`config.mk`:
```
export PLATFORM = sky130hd
export DESIGN_NAME = dual_port_ram
export DESIGN_NICKNAME = d
export VERILOG_FILES = /design/src/rtl/dual_port_ram_pkg.sv /design/src/rtl/ram_rd_pipe.sv /design/src/rtl/dual_port_ram.sv
export SDC_FILE = /design/constraint.sdc
export NUM_CORES = 1
export LEC_CHECK = 0
export CAP_MARGIN = 30
export CORE_MARGIN = 3
export CORE_UTILIZATION = 40
export CTS_CLUSTER_SIZE = 28
export DETAILED_ROUTE_END_ITERATION = 16
export HOLD_SLACK_MARGIN = 0.02
export PLACE_DENSITY = 0.59
export SYNTH_ARGS = -nofsm -noshare
export SYNTH_HDL_FRONTEND = slang
export SYNTH_SLANG_ARGS = --single-unit
export TNS_END_PERCENT = 1
```
`constraint.sdc`:
```
create_clock -name clk -period 4.3 [get_ports clk]
set_input_delay 0.43 -clock clk [delete_from_list [all_inputs] [get_ports clk]]
set_output_delay 0.43 -clock clk [all_outputs]
set_load 0.1 [all_outputs]
```
`src/rtl/dual_port_ram_pkg.sv`:
```
// Shared types and helpers for dual_port_ram: FSM encoding, byte-enable width and byte parity.
package dual_port_ram_pkg;

    typedef enum logic {
        CLEAR = 1'b0,
        READY = 1'b1
    } state_t;

    function automatic int be_width(input int data_width);
        return data_width / 8;
    endfunction

    // Even parity: the stored bit gives the byte plus its parity bit an even count of ones.
    function automatic logic byte_parity(input logic [7:0] b);
        return ^b;
    endfunction

endpackage

```
`src/rtl/ram_rd_pipe.sv`:
```
// Read-return pipeline: RD_LATENCY stages of valid/data/parity-error, one instance per RAM port.
// Data stages only load behind a valid, so the last stage holds the previous result between strobes.
module ram_rd_pipe
    import dual_port_ram_pkg::*;
#(
    parameter int DATA_WIDTH = 32,
    parameter int RD_LATENCY = 1
) (
    input  logic                  clk,
    input  logic                  rstn,
    input  logic                  in_vld,
    input  logic [DATA_WIDTH-1:0] in_data,
    input  logic                  in_perr,
    output logic                  out_vld,
    output logic [DATA_WIDTH-1:0] out_data,
    output logic                  out_perr
);

    logic                  vld  [RD_LATENCY];
    logic [DATA_WIDTH-1:0] dat  [RD_LATENCY];
    logic                  perr [RD_LATENCY];

    always_ff @(posedge clk or negedge rstn) begin
        if (!rstn) begin
            for (int i = 0; i < RD_LATENCY; i++) begin
                vld[i]  <= 1'b0;
                dat[i]  <= '0;
                perr[i] <= 1'b0;
            end
        end else begin
            vld[0] <= in_vld;
            if (in_vld) begin
                dat[0]  <= in_data;
                perr[0] <= in_perr;
            end
            for (int i = 1; i < RD_LATENCY; i++) begin
                vld[i] <= vld[i-1];
                if (vld[i-1]) begin
                    dat[i]  <= dat[i-1];
                    perr[i] <= perr[i-1];
                end
            end
        end
    end

    assign out_vld  = vld[RD_LATENCY-1];
    assign out_data = dat[RD_LATENCY-1];
    assign out_perr = vld[RD_LATENCY-1] & perr[RD_LATENCY-1];

endmodule

```
`src/rtl/dual_port_ram.sv`:
```
// Dual-port RAM: port A read/write with byte enables, port B read-only, zero-cleared after every reset.
// Define DUAL_PORT_RAM_PARITY_EN to store and check one even-parity bit per byte.
module dual_port_ram
    import dual_port_ram_pkg::*;
#(
    parameter int DATA_WIDTH  = 32,
    parameter int ADDR_WIDTH  = 4,
    parameter int DEPTH       = 16,
    parameter int RD_LATENCY  = 1,
    parameter int WRITE_FIRST = 1
) (
    input  logic                    clk,
    input  logic                    rstn,
    input  logic                    en_a,
    input  logic                    wr_rd_a,
    input  logic [ADDR_WIDTH-1:0]   addr_a,
    input  logic [DATA_WIDTH-1:0]   data_in_a,
    input  logic [DATA_WIDTH/8-1:0] be_a,
    output logic [DATA_WIDTH-1:0]   data_out_a,
    output logic                    out_en_a,
    input  logic                    en_b,
    input  logic [ADDR_WIDTH-1:0]   addr_b,
    output logic [DATA_WIDTH-1:0]   data_out_b,
    output logic                    out_en_b,
    output logic                    busy,
    output logic                    par_err_a,
    output logic                    par_err_b
);

    localparam int                  BE_WIDTH  = be_width(DATA_WIDTH);
    localparam int                  IDX_W     = (DEPTH > 1) ? $clog2(DEPTH) : 1;
    localparam logic [ADDR_WIDTH:0] DEPTH_LIM = (ADDR_WIDTH+1)'(DEPTH);
    localparam logic [IDX_W-1:0]    LAST_IDX  = IDX_W'(DEPTH - 1);

    state_t                state;
    state_t                state_nxt;
    logic [IDX_W-1:0]      clr_ptr;
    logic                  ready;

    logic [DATA_WIDTH-1:0] mem [DEPTH];

    logic [IDX_W-1:0]      idx_a;
    logic [IDX_W-1:0]      idx_b;
    logic                  in_rng_a;
    logic                  in_rng_b;
    logic                  wr_a;
    logic                  rd_a;
    logic                  rd_b;
    logic                  collide;
    logic [DATA_WIDTH-1:0] merged;
    logic [DATA_WIDTH-1:0] rd_word_a;
    logic [DATA_WIDTH-1:0] rd_word_b;
    logic                  perr_a;
    logic                  perr_b;

    // Clear sequencer: one zero write per cycle, then hand over to normal operation.
    always_ff @(posedge clk or negedge rstn) begin
        if (!rstn) begin
            state   <= CLEAR;
            clr_ptr <= '0;
        end else begin
            state <= state_nxt;
            if (state == CLEAR) begin
                clr_ptr <= (clr_ptr == LAST_IDX) ? '0 : clr_ptr + 1'b1;
            end
        end
    end

    always_comb begin
        state_nxt = state;
        if (state == CLEAR && clr_ptr == LAST_IDX) begin
            state_nxt = READY;
        end
    end

    always_comb begin
        busy  = 1'b0;
        ready = 1'b0;
        case (state)
            CLEAR:   busy  = 1'b1;
            READY:   ready = 1'b1;
            default: busy  = 1'b1;
        endcase
    end

    assign idx_a    = addr_a[IDX_W-1:0];
    assign idx_b    = addr_b[IDX_W-1:0];
    assign in_rng_a = {1'b0, addr_a} < DEPTH_LIM;
    assign in_rng_b = {1'b0, addr_b} < DEPTH_LIM;
    assign wr_a     = ready & en_a & wr_rd_a;
    assign rd_a     = ready & en_a & ~wr_rd_a;
    assign rd_b     = ready & en_b;
    assign collide  = wr_a & in_rng_a & in_rng_b & (addr_a == addr_b);

    always_comb begin
        merged = mem[idx_a];
        for (int i = 0; i < BE_WIDTH; i++) begin
            if (be_a[i]) begin
                merged[8*i +: 8] = data_in_a[8*i +: 8];
            end
        end
    end

    // Out-of-range reads still return a strobe, carrying zero.
    always_comb begin
        rd_word_a = '0;
        rd_word_b = '0;
        if (in_rng_a) begin
            rd_word_a = mem[idx_a];
        end
        if (in_rng_b) begin
            rd_word_b = (collide && WRITE_FIRST != 0) ? merged : mem[idx_b];
        end
    end

    always_ff @(posedge clk) begin
        if (state == CLEAR) begin
            mem[clr_ptr] <= '0;
        end else if (wr_a && in_rng_a) begin
            for (int i = 0; i < BE_WIDTH; i++) begin
                if (be_a[i]) begin
                    mem[idx_a][8*i +: 8] <= data_in_a[8*i +: 8];
                end
            end
        end
    end

`ifdef DUAL_PORT_RAM_PARITY_EN
    logic [BE_WIDTH-1:0] par_mem [DEPTH];
    logic [BE_WIDTH-1:0] merged_par;
    logic [BE_WIDTH-1:0] par_rd_a;
    logic [BE_WIDTH-1:0] par_rd_b;

    function automatic logic [BE_WIDTH-1:0] word_parity(input logic [DATA_WIDTH-1:0] w);
        logic [BE_WIDTH-1:0] p;
        for (int i = 0; i < BE_WIDTH; i++) begin
            p[i] = byte_parity(w[8*i +: 8]);
        end
        return p;
    endfunction

    always_comb begin
        merged_par = par_mem[idx_a];
        for (int i = 0; i < BE_WIDTH; i++) begin
            if (be_a[i]) begin
                merged_par[i] = byte_parity(data_in_a[8*i +: 8]);
            end
        end
    end

    always_comb begin
        par_rd_a = '0;
        par_rd_b = '0;
        if (in_rng_a) begin
            par_rd_a = par_mem[idx_a];
        end
        if (in_rng_b) begin
            par_rd_b = (collide && WRITE_FIRST != 0) ? merged_par : par_mem[idx_b];
        end
    end

    assign perr_a = |(par_rd_a ^ word_parity(rd_word_a));
    assign perr_b = |(par_rd_b ^ word_parity(rd_word_b));

    always_ff @(posedge clk) begin
        if (state == CLEAR) begin
            par_mem[clr_ptr] <= '0;
        end else if (wr_a && in_rng_a) begin
            par_mem[idx_a] <= merged_par;
        end
    end
`else
    assign perr_a = 1'b0;
    assign perr_b = 1'b0;
`endif

    ram_rd_pipe #(
        .DATA_WIDTH (DATA_WIDTH),
        .RD_LATENCY (RD_LATENCY)
    ) u_pipe_a (
        .clk      (clk),
        .rstn     (rstn),
        .in_vld   (rd_a),
        .in_data  (rd_word_a),
        .in_perr  (perr_a),
        .out_vld  (out_en_a),
        .out_data (data_out_a),
        .out_perr (par_err_a)
    );

    ram_rd_pipe #(
        .DATA_WIDTH (DATA_WIDTH),
        .RD_LATENCY (RD_LATENCY)
    ) u_pipe_b (
        .clk      (clk),
        .rstn     (rstn),
        .in_vld   (rd_b),
        .in_data  (rd_word_b),
        .in_perr  (perr_b),
        .out_vld  (out_en_b),
        .out_data (data_out_b),
        .out_perr (par_err_b)
    );

endmodule

```
==> results of run 1 <==
## through the flow
step	hold WS [ps]	instances	total power, mW	setup WS, ps
after global placement	472	3117	8.42	776
after global routing	410	3242	13.8	981
after CTS	397	3241	13.4	1190
final	423	3243	13.3	1110
after detailed placement	474	3128	8.44	603
after floorplan	134	2146	7.85	1700
## cell families (layout without fill, tap and decap cells)
kind of cell | Yosys count | count (layout) | share of synthesized area
flops | 583 | 583 | 0.593
mux | 540 | 540 | 0.190
simple gates | 460 | 460 | 0.0748
compound gates | 381 | 381 | 0.103
buf+inv | 174 | 330 | 0.0372
xor+xnor | 5 | 5 | 0.00151
fa+ha+maj | 1 | 1 | 0.000432
other cells | 1 | 3 | 0.000130
## cell usage after synthesis, types with 2 or more instances
| cell type | n | area, um^2 |
|---|---|---|
| a2111oi_0 | 3 | 26.3 |
| nor2_1 | 75 | 282 |
| nor4_1 | 7 | 43.8 |
| a221oi_2 | 52 | 781 |
| nand4_1 | 3 | 18.8 |
| nor3_1 | 15 | 75.1 |
| and4_1 | 27 | 236 |
| a22o_1 | 22 | 193 |
| o21ai_1 | 32 | 160 |
| buf_4 | 33 | 248 |
| a31oi_1 | 39 | 244 |
| a221oi_1 | 26 | 228 |
| a22oi_1 | 78 | 586 |
| dfrtp_1 | 71 | 1780 |
| clkbuf_1 | 65 | 244 |
| mux2_1 | 70 | 788 |
| buf_6 | 23 | 259 |
| nand2b_1 | 4 | 25.0 |
| and2_1 | 34 | 213 |
| buf_1 | 14 | 52.6 |
| mux2i_1 | 460 | 4600 |
| nand3b_1 | 2 | 15.0 |
| xnor2_1 | 5 | 43.8 |
| inv_1 | 2 | 7.51 |
| a21oi_1 | 69 | 345 |
| buf_8 | 5 | 75.1 |
| a221o_1 | 2 | 20.0 |
| nand2_1 | 201 | 754 |
| nand3_1 | 66 | 330 |
| o21ai_0 | 2 | 10.0 |
| o22ai_1 | 39 | 244 |
| buf_2 | 28 | 140 |
| nor2b_1 | 12 | 75.1 |
| o31a_1 | 2 | 17.5 |
| a211oi_1 | 2 | 15.0 |
| a41oi_1 | 9 | 78.8 |
| and3_1 | 7 | 43.8 |
| mux2_2 | 10 | 113 |
| edfxtp_1 | 512 | 15400 |
| buf_12 | 2 | 40.0 |
## per-layer routing
layer	track usage	up-vias	share of wire
li1	-	8582	-
met1	0.315	10100	0.42
met2	0.391	865	0.47
met3	0.0438	217	0.075
met4	0.0919	2	0.038
met5	0	-	0.00014
## sequential cells by signal, indices dropped and copies added, names as in the netlist
signal / flops
mem: 512
state: 1
u_pipe_b.out_data: 32
u_pipe_a.out_data: 32
u_pipe_a.out_vld: 1
clr_ptr: 4
u_pipe_b.out_vld: 1
## worst register-to-register path, cell delays in order, from the launching register on
cell and delay (ps):
dfrtp_1 350, nand3_1 170, nor2_4 710, a41oi_1 660
nor2_1 920
## layout by cell type (no fill, tap or decap), types with 4 or more instances in the layout
cell and count:
edfxtp_1 512, mux2i_1 460, nand2_1 199, clkdlybuf4s50_1 111
buf_4 89, a22oi_1 78, nor2_1 74, dfrtp_1 71
mux2_1 70, a21oi_1 69, nand3_1 65, clkbuf_16 61
a221oi_2 52, a31oi_1 39, o22ai_1 39, and2_1 33
o21ai_1 32, and4_1 27, a221oi_1 26, a22o_1 22
clkbuf_1 16, clkinv_2 16, nor3_1 15, clkinv_1 12
mux2_2 10, nor2b_1 9, a41oi_1 9, buf_12 8
and3_1 7, nor4_1 7, xnor2_1 5, nand2b_1 4
bufinv_16 4
## power by group through the flow
stage	clock network, mW	logic (mW)	registers (mW)
2_1_floorplan	0	0.771	7.08
3_3_place_gp	0	1.99	6.43
3_5_place_dp	0	2.01	6.43
6_report	5.01	2.02	6.31
4_1_cts	5.10	2.01	6.32
5_1_grt	5.35	2.10	6.32
## cell type report
cell class	count	share of cell area
well taps	940	0.0356
clock buffers	79	0.0489
flip-flops and latches	583	0.519
multi-input cells	1389	0.326
diodes	1	0.0000758
inverters	3	0.000341
clock inverters	33	0.00781
repair buffers	215	0.0618
## worst paths after layout
kind / start / end
setup / recovery: state / mem[7][28]
hold / removal: addr_a[2] / u_pipe_a.out_data[26]
setup reg to reg: state / mem[7][28]
hold reg to reg: u_pipe_a.out_data[5] / u_pipe_a.out_data[5]
max in group asynchronous: rstn / u_pipe_b.out_data[28]
min in group asynchronous: rstn / u_pipe_a.out_data[9]
==> impl_metrics.env, run 1 <==
export IMPL_rrSetupSlack_ps=1110
export IMPL_initial_utilization=0.408
export IMPL_p_per_area_mw_per_mm2=404
export IMPL_drtPass1Iterations=6
export IMPL_crit_slowest_cell="nor2_1"
export IMPL_grt_max_degree=109
export IMPL_antenna_found_initial=2
export IMPL_drive_above_1_share=0.114
export IMPL_period_share=0.742
export IMPL_cp_depth=4
export IMPL_multi_input_area_mm2=0.0108
export IMPL_h_tree_depth=2
export IMPL_dpl_cell_area_mm2=0.0311
export IMPL_pwr_share_clk=0.375
export IMPL_ys_seq_area_frac=0.593
export IMPL_yosys_warnings=0
export IMPL_port_buffers=115
export IMPL_clk_path_buf_depth=3
export IMPL_setup_violations_final=0
export IMPL_crit_required_ps=4540
export IMPL_synth_distinct_cells=55
export IMPL_critPathLaunchType="flop"
export IMPL_syn_area_per_cell_um2=13.5
export IMPL_gp_congestion=0.873
export IMPL_detailed_place_hpwl_um=56500
export IMPL_switching_share=0.276
export IMPL_hp_class="input port to flop"
export IMPL_ir_drop_v=0.000292
export IMPL_worst_pin_slew_ps=1030
export IMPL_fp_dieW_um=275
export IMPL_period_minus_slack_ps=3190
export IMPL_rows=97
export IMPL_cts_tree="built"
export IMPL_ys_ff_latch=583
export IMPL_end_kind="flop"
export IMPL_power_leakage_nw=13.0
export IMPL_whs_path_depth=3
export IMPL_cts_sinks=583
export IMPL_ff_latch_area_mm2=0.0172
export IMPL_slowest_delay_ps=920
export IMPL_crit_family="simple AND/OR/NAND/NOR gates"
export IMPL_core_mm2=0.0709
export IMPL_drtIter0Drc=1778
export IMPL_worst_path_buf_inv=0
export IMPL_drv_cap=0
export IMPL_pwr_share_seq=0.473
export IMPL_p_int_mw=9.66
export IMPL_synthArstFlopShare=0.122
export IMPL_root_buffer="clkbuf_16"
export IMPL_route_detailed_drc=0
export IMPL_antenna_left=0
export IMPL_cts_hold_buf=1
export IMPL_nets=2303
export IMPL_grt_pass1_vias=20400
export IMPL_clkLatencyLatePin_ps=630
export IMPL_comb_power_share=0.151
export IMPL_grt_total_usage=0.239
export IMPL_wire_per_inst_um=28.2
export IMPL_crit_chain="nand3_1 -> nor2_4 -> a41oi_1 -> nor2_1"
export IMPL_drv_slew=0
export IMPL_clk_pin_slew_worst_paths_ps=60
export IMPL_io_pins=118
export IMPL_postCtsSetupRepairBufs=0
export IMPL_final_area_mm2=0.0330
export IMPL_cp_arrival_ps=3430
export IMPL_hold_viol_final=0
export IMPL_die_area_mm2=0.0756
export IMPL_worstPathMaxFanout=38
export IMPL_synth_edf_count=512
export IMPL_vias_per_cell=6.09
export IMPL_clock_skew_ps=15.5
export IMPL_area_growth_pct=14.1
export IMPL_rsz0062_at_grt="no"
export IMPL_worstSetupPathType="flop to flop"
export IMPL_tns_ps=0
export IMPL_reg2reg_depth=4
export IMPL_power_switching_mw=3.68
export IMPL_nFillCells=6289
export IMPL_cts_buffers=61
export IMPL_syn_area_mm2=0.0289
export IMPL_status="completed"
export IMPL_fp_dieH_um=275
export IMPL_synth_ff_type="edfxtp_1"
export IMPL_final_util=0.466
export IMPL_syn_inst=2145
export IMPL_grt_pass1_wl_um=133000
export IMPL_wl_um=91600
export IMPL_grt_overflow=0
export IMPL_max_freq_ghz=0.313
export IMPL_vias=19700
export IMPL_max_slew_margin=0.310
export IMPL_cts_resized_gates=0
Note: power is estimated with default switching activity, not from simulation.
==> run 2, diff against run 1 <==
==> constraint.sdc (replaced) <==
create_clock -name clk -period 3.2 [get_ports clk]
set_input_delay 0.32 -clock clk [delete_from_list [all_inputs] [get_ports clk]]
set_output_delay 0.32 -clock clk [all_outputs]
set_load 0.1 [all_outputs]
==> impl_metrics.env, run 2 (same netlist as run 1, synthesis figures left out) <==
export IMPL_cts_buffers=61
export IMPL_hp_class="input port to asynchronous set/reset pin"
export IMPL_dp_cells=3174
export IMPL_postCtsSetupRepairBufs=0
export IMPL_grt_max_degree=89
export IMPL_multi_input_area_mm2=0.0108
export IMPL_antenna_found_initial=3
export IMPL_vias_per_cell=6.05
export IMPL_status="completed"
export IMPL_p_per_area_mw_per_mm2=542
export IMPL_nFillCells=6260
export IMPL_ff_latch_area_mm2=0.0172
export IMPL_clk_pin_slew_worst_paths_ps=70
export IMPL_worst_pin_slew_ps=1010
export IMPL_die_area_mm2=0.0756
export IMPL_crit_reg2reg_launch="state"
export IMPL_r2r_end="mem[0][1]"
export IMPL_reg2reg_depth=6
export IMPL_port_buffers=115
export IMPL_root_buffer="clkbuf_16"
export IMPL_n_antenna_cell=0
export IMPL_cts_tree="built"
export IMPL_antenna_left=0
export IMPL_ir_drop_v=0.000421
export IMPL_tns_ps=0
export IMPL_grt_total_usage=0.240
export IMPL_clk_path_buf_depth=3
export IMPL_grt_pass1_vias=20100
export IMPL_cpMostUsedCell="nor2_1"
export IMPL_wl_um=92400
export IMPL_wire_per_inst_um=28.1
export IMPL_crit_slowest_cell="dfrtp_1"
export IMPL_drv_cap=0
export IMPL_rrSetupSlack_ps=430
export IMPL_hold_viol_final=0
export IMPL_nets=2348
export IMPL_core_mm2=0.0709
export IMPL_end_kind="flop"
export IMPL_endpoint="mem[0][1]"
export IMPL_fp_dieH_um=275
export IMPL_gp_congestion=0.916
export IMPL_crit_required_ps=3470
export IMPL_layout_commonest_cell="edfxtp_1"
export IMPL_cp_depth=6
export IMPL_power_leakage_nw=13.2
export IMPL_top_register="mem"
export IMPL_critical_path_startpoint="state"
export IMPL_layout_common_cells="edfxtp_1 (512), mux2i_1 (460), nand2_1 (199), buf_4 (141), clkdlybuf4s50_1 (100)"
export IMPL_instances_no_fill=3291
export IMPL_worstPathMaxFanout=30
export IMPL_drive_above_1_share=0.138
export IMPL_grt_overflow=0
export IMPL_max_slew_margin=0.327
export IMPL_slowest_delay_ps=590
export IMPL_crit_family="simple AND/OR/NAND/NOR gates"
export IMPL_largest_reg_flops=512
export IMPL_clock_skew_ps=34.3
export IMPL_drv_slew=0
export IMPL_cts_sinks=583
export IMPL_crit_chain="nand3_1 -> nor2_4 -> buf_4 -> nor2_1 -> a31oi_1 -> nor2_1"
export IMPL_rows=97
export IMPL_area_growth_pct=15.6
export IMPL_cp_arrival_ps=3040
export IMPL_drtIter0Drc=1966
export IMPL_route_detailed_drc=0
export IMPL_worstSetupPathType="flop to flop"
export IMPL_rsz0062_at_grt="no"
export IMPL_worst_path_buf_inv=1
export IMPL_vias=19900
export IMPL_drtPass1Iterations=6
export IMPL_critPathLaunchType="flop"
export IMPL_detailed_place_hpwl_um=58500
export IMPL_h_tree_depth=2
export IMPL_grt_pass1_wl_um=133000
export IMPL_period_share=0.865
export IMPL_max_freq_ghz=0.361
export IMPL_period_minus_slack_ps=2770
export IMPL_clkLatencyLatePin_ps=640
export IMPL_initial_utilization=0.408
export IMPL_io_pins=118
export IMPL_fp_dieW_um=275
export IMPL_setup_violations_final=0
## run 2: cell types whose count changed in the layout (fill, tap and decap cells not counted), sizes merged
cell,delta
clkinvlp,+1
inv,+1
diode,-1
bufinv,-2
clkbuf,+10
clkdlybuf4s50,-11
buf,+56
clkinv,-6
## run 2: layout make-up
cell class,count,area share
sequential,583,0.513
clock buffer,89,0.0518
multi-input combinational,1389,0.322
tap,940,0.0352
clock inverter,27,0.00561
inverter,3,0.000337
timing repair buffer,260,0.0724
## run 2: worst min path at each step
stage | start | end | slack (ps) | depth (start not counted)
after CTS | rstn | u_pipe_b.out_data[13] | 280 | 2
after global routing | rstn | u_pipe_b.out_data[13] | 320 | 2
final | rstn | u_pipe_a.out_data[11] | 290 | 2
after floorplan | rstn | clr_ptr[0] | 20 | 0
after global placement | rstn | u_pipe_a.out_data[10] | 410 | 1
after detailed placement | rstn | u_pipe_a.out_data[11] | 400 | 1
## run 2: routing by layer
layer,up-vias,part of all wire,global-route usage
met5,-,0.00023,0
met4,4,0.035,0.0835
met3,207,0.077,0.0444
met2,939,0.46,0.389
met1,10100,0.42,0.326
li1,8683,-,-
## run 2: what timing repair did
action	in CTS	in global routing
hold buffers	1	0
hold endpoints to repair	34	0
gates resized for setup	0	0
## run 2: report_power, final
part / internal, mW / leakage (nW) / switching, mW
Sequential: 8.38 / 6.45 / 0.106
Combinational: 0.774 / 5.83 / 1.98
Clock: 3.90 / 0.951 / 2.97
## run 2: metrics by stage
stage                     hold WS, ps  cell area [um^2]   util  power [mW]  worst slack, ps
after floorplan                  24.4             28900      -        10.5              598
after global placement            408             31500  0.445        11.4             16.7
after detailed placement          402             31500  0.445        11.4             20.6
after CTS                         276             33400  0.472        18.2              533
after global routing              318             33400  0.472        18.7              303
final                             288             33400  0.472        18.1              431
==> run 3, diff against run 2 <==
--- a/config.mk
+++ b/config.mk
@@ -7,11 +7,12 @@
 export LEC_CHECK = 0
 export CAP_MARGIN = 30
 export CORE_MARGIN = 3
-export CORE_UTILIZATION = 40
+export CORE_UTILIZATION = 25
 export CTS_CLUSTER_SIZE = 28
 export DETAILED_ROUTE_END_ITERATION = 16
 export HOLD_SLACK_MARGIN = 0.02
-export PLACE_DENSITY = 0.59
+export MAX_ROUTING_LAYER = met4
+export PLACE_DENSITY = 0.43
 export SYNTH_ARGS = -nofsm -noshare
 export SYNTH_HDL_FRONTEND = slang
 export SYNTH_SLANG_ARGS = --single-unit
==> impl_metrics.env, run 3 (same netlist as run 1, synthesis figures left out) <==
export IMPL_fp_dieW_um=346
export IMPL_setup_violations_final=0
export IMPL_power_leakage_nw=13.6
export IMPL_whs_path_depth=3
export IMPL_ir_drop_v=0.000303
export IMPL_end_kind="flop"
export IMPL_vias=19600
export IMPL_cts_buffers=69
export IMPL_final_util=0.305
export IMPL_die_area_mm2=0.120
export IMPL_tns_ps=0
export IMPL_period_share=0.879
export IMPL_clkLatencyLatePin_ps=620
export IMPL_crit_family="simple AND/OR/NAND/NOR gates"
export IMPL_status="completed"
export IMPL_wl_um=101000
export IMPL_nets=2381
export IMPL_gp_congestion=0.846
export IMPL_dpl_cell_area_mm2=0.0327
export IMPL_drtPass1Iterations=5
export IMPL_h_tree_depth=3
export IMPL_worstPathMaxFanout=20
export IMPL_cpMostUsedCell="buf_4"
export IMPL_cts_tree="built"
export IMPL_cp_arrival_ps=3130
export IMPL_max_freq_ghz=0.355
export IMPL_grt_pass1_wl_um=146000
export IMPL_hold_viol_final=0
export IMPL_setup_ws_ps=386
export IMPL_max_slew_margin=0.339
export IMPL_p_per_area_mw_per_mm2=547
export IMPL_reg2reg_depth=6
export IMPL_grt_pass1_vias=20200
export IMPL_rsz0062_at_grt="no"
export IMPL_layout_common_cells="edfxtp_1 (512), mux2i_1 (460), nand2_1 (199), buf_4 (162), a22oi_1 (78)"
export IMPL_worst_path_buf_inv=2
export IMPL_wire_per_inst_um=26.0
export IMPL_critPathLaunchType="flop"
export IMPL_drtIter0Drc=1669
export IMPL_drv_slew=0
export IMPL_drv_cap=0
export IMPL_cts_sinks=583
export IMPL_instances_no_fill=3903
export IMPL_whs_ps=257
export IMPL_crit_required_ps=3520
export IMPL_rrSetupSlack_ps=390
export IMPL_crit_chain="nand3_1 -> nor2_4 -> buf_4 -> a41oi_1 -> nor2_1 -> buf_4"
export IMPL_top_register="mem"
export IMPL_power_mw=19.1
export IMPL_slowest_delay_ps=600
export IMPL_dp_cells=3771
export IMPL_io_pins=118
export IMPL_final_area_mm2=0.0350
export IMPL_worstSetupPathType="flop to flop"
export IMPL_grt_overflow=0
export IMPL_clock_skew_ps=27.2
export IMPL_period_minus_slack_ps=2810
export IMPL_crit_slowest_cell="dfrtp_1"
export IMPL_initial_utilization=0.252
export IMPL_grt_max_degree=93
export IMPL_layout_commonest_cell="edfxtp_1"
export IMPL_core_mm2=0.115
export IMPL_port_buffers=115
export IMPL_root_buffer="clkbuf_16"
export IMPL_detailed_place_hpwl_um=67700
export IMPL_largest_reg_flops=512
export IMPL_clk_path_buf_depth=3
export IMPL_drive_above_1_share=0.162
export IMPL_fp_dieH_um=346
export IMPL_vias_per_cell=5.02
export IMPL_rows=124
export IMPL_antenna_left=0
export IMPL_cp_depth=6
export IMPL_grt_total_usage=0.171
export IMPL_worst_pin_slew_ps=988
export IMPL_postCtsSetupRepairBufs=0
export IMPL_hp_class="input port to flop"
export IMPL_area_growth_pct=20.9
export IMPL_antenna_found_initial=5
export IMPL_clk_pin_slew_worst_paths_ps=60
export IMPL_route_detailed_drc=0
export IMPL_dp_slack_ps=25.2
## run 3: tightest hold or removal path, stage by stage
cell and delay, ps:
buf_4 210, mux2i_1 170, o21ai_1 120
## run 3: repair_timing
item / 4_1_cts / 5_1_grt
hold buffers: 1 / 0
setup endpoints to repair: 0 / 0
resized for setup: 0 / 0
hold endpoints to repair: 41 / 0
## run 3: routing by layer
layer,vias to the layer above,wire length [um],track usage
met2,636,45000,0.254
li1,8757,-,-
met4,0,2180,0.0463
met5,-,0,-
met3,131,5840,0.0264
met1,10100,48400,0.241
## run 3: final timing paths
| kind | startpoint | end |
|---|---|---|
| hold / removal | addr_a[2] | u_pipe_a.out_data[22] |
| setup / recovery | state | mem[7][2] |
| setup reg to reg | state | mem[7][2] |
| hold reg to reg | u_pipe_a.out_data[3] | u_pipe_a.out_data[3] |
| min in group asynchronous | rstn | u_pipe_a.out_data[12] |
| max in group asynchronous | rstn | u_pipe_b.out_data[2] |
## run 3: power by group
group / total (mW) / internal, mW / switching, mW / leakage [nW]
logic: 2.83 / 0.788 / 2.04 / 6.09
clock network: 7.83 / 4.65 / 3.18 / 1.10
registers: 8.49 / 8.38 / 0.108 / 6.45
## run 3: layout make-up
cell class,count,area [um^2]
flip-flops and latches,583,17200
well taps,1512,1890
repair buffers,285,2910
clock inverters,36,325
diodes,3,7.51
clock buffers,92,1930
inverters,3,11.3
multi-input cells,1389,10800
fillers,11300,79700
==> RTL edit: new RTL, settings of run 3 <==
The parameter `WRITE_FIRST` goes from 1 to 0.
--- a/src/rtl/dual_port_ram.sv
+++ b/src/rtl/dual_port_ram.sv
@@ -7,7 +7,7 @@
     parameter int ADDR_WIDTH  = 4,
     parameter int DEPTH       = 16,
     parameter int RD_LATENCY  = 1,
-    parameter int WRITE_FIRST = 1
+    parameter int WRITE_FIRST = 0
 ) (
     input  logic                    clk,
     input  logic                    rstn,
Behaviour: same outputs for any inputs over 4 cycles, from zero or initial values and one cycle with rstn low; that may be too few to reach the edited logic, so the function may still have changed.
==> RTL edit against run 3 <==
- fmax up 5.1%
- power fell by 1.2%
- combinational power shrank 13%
- routed wire length decreased by 7.7%
- cell area decreased by 5.7%
- area after synthesis shrank 6.6%
- worst setup slack improved by 0.14 ns
- sequential cell count is the same
==> RTL edit: results (changes against run 3) <==
[cells_and_area]
drive_gt1_share_pct = 20.3  ; +4.0 points
buf_share_pct = 7.74  ; -0.57 points
fillCellCount = 10600  ; -6.5%
signal_buffers = 286  ; +0.35%
clk_share_pct = 6.87  ; +0.44 points
multiInputGateArea_mm2 = 0.00927  ; -14%
fin_area_mm2 = 0.0330  ; -5.7%

[clock_tree]
insertion_delay_ns = 0.60  ; -0.02 ns

[power]
p_sw_uw = 5070  ; -4.9%
leakagePower_uw = 0.0128  ; -6.4%

[placed_design]
dpl.cell_count = 3389  ; -10%
placedInstanceArea_mm2 = 0.0307  ; -6.2%
dpl.hpwl_um = 64200  ; -5.2%
place_congestion = 0.798  ; -5.6%

[outcome]
status = finished, final reports clean

[synth]
yosys-top-cells-area = edfxtp_1 57%, mux2i_1 15%, dfrtp_1 6.6%
synth_cell_types = 35  ; -36%
synthCells = 1863  ; -13%

[worst_setup_path]
critPathMaxStageDelay_ns = 0.97  ; +0.37 ns
cp_max_fo = 16  ; -20%

[routing]
route.vias.total = 17600  ; -10%
drtIter0Drc = 1431  ; -14%

[timing]
skew_ns = 0.0337  ; +0.00655 ns
slew_headroom_pct = 28.6  ; -5.3 points

[global_route]
grt_pass1_vias = 18400  ; -9.2%
grt_max_degree = 72  ; -23%
track_usage_pct = 17.0  ; -0.049 points

[floorplanning]
row_count = 119  ; -4.0%

RTL edit: path summary, 6_finish.rpt:
path / from / endpoint / slack (ns) / cells after the start
worst max-delay path: state / mem[9][18] / 0.52 / 4
worst min-delay path: rstn / u_pipe_a.out_data[1] / 0.30 / 3
worst max register to register: state / mem[9][18] / 0.52 / 4
worst min register to register: u_pipe_b.out_data[5] / u_pipe_b.out_data[5] / 0.50 / 2
max in group asynchronous: rstn / clr_ptr[1] / 2.44 / 3
min in group clk: addr_b[3] / u_pipe_b.out_data[31] / 0.34 / 4
RTL edit: logic make-up after synthesis:
family | count (synthesis) | synth area share, %
other cells | 1 | 0.0139
simple gates | 432 | 7.71
mux | 461 | 20.2
compound gates | 230 | 5.90
fa+ha+maj | 1 | 0.0463
xor+xnor | 1 | 0.0324
flops | 583 | 63.5
buf+inv | 154 | 2.64
RTL edit: power by group through the flow:
stage | combinational [uW] | clock (uW) | sequential [uW]
6_report | 2460 | 7990 | 8470
3_3_place_gp | 2480 | 0 | 8630
4_1_cts | 2480 | 8180 | 8470
5_1_grt | 2580 | 8510 | 8480
3_5_place_dp | 2480 | 0 | 8630
2_1_floorplan | 795 | 0 | 9410
RTL edit: critical path, delay by kind of cell, from the launching register on:
family | cells | cell delay (ns)
muxes | 1 | 0.97
and+or+nand+nor | 2 | 0.73
DFF | 1 | 0.45
buffers and inverters | 1 | 0.23
RTL edit: per-layer routing:
layer	wire length (um)	global-route usage (%)	vias to the layer above	share of wire, %
met5	0	-	-	0
met4	2020	3.98	0	2.2
li1	-	-	7764	-
met1	42700	22.7	9125	46
met2	44800	27.5	535	48
met3	4010	2.44	146	4.3
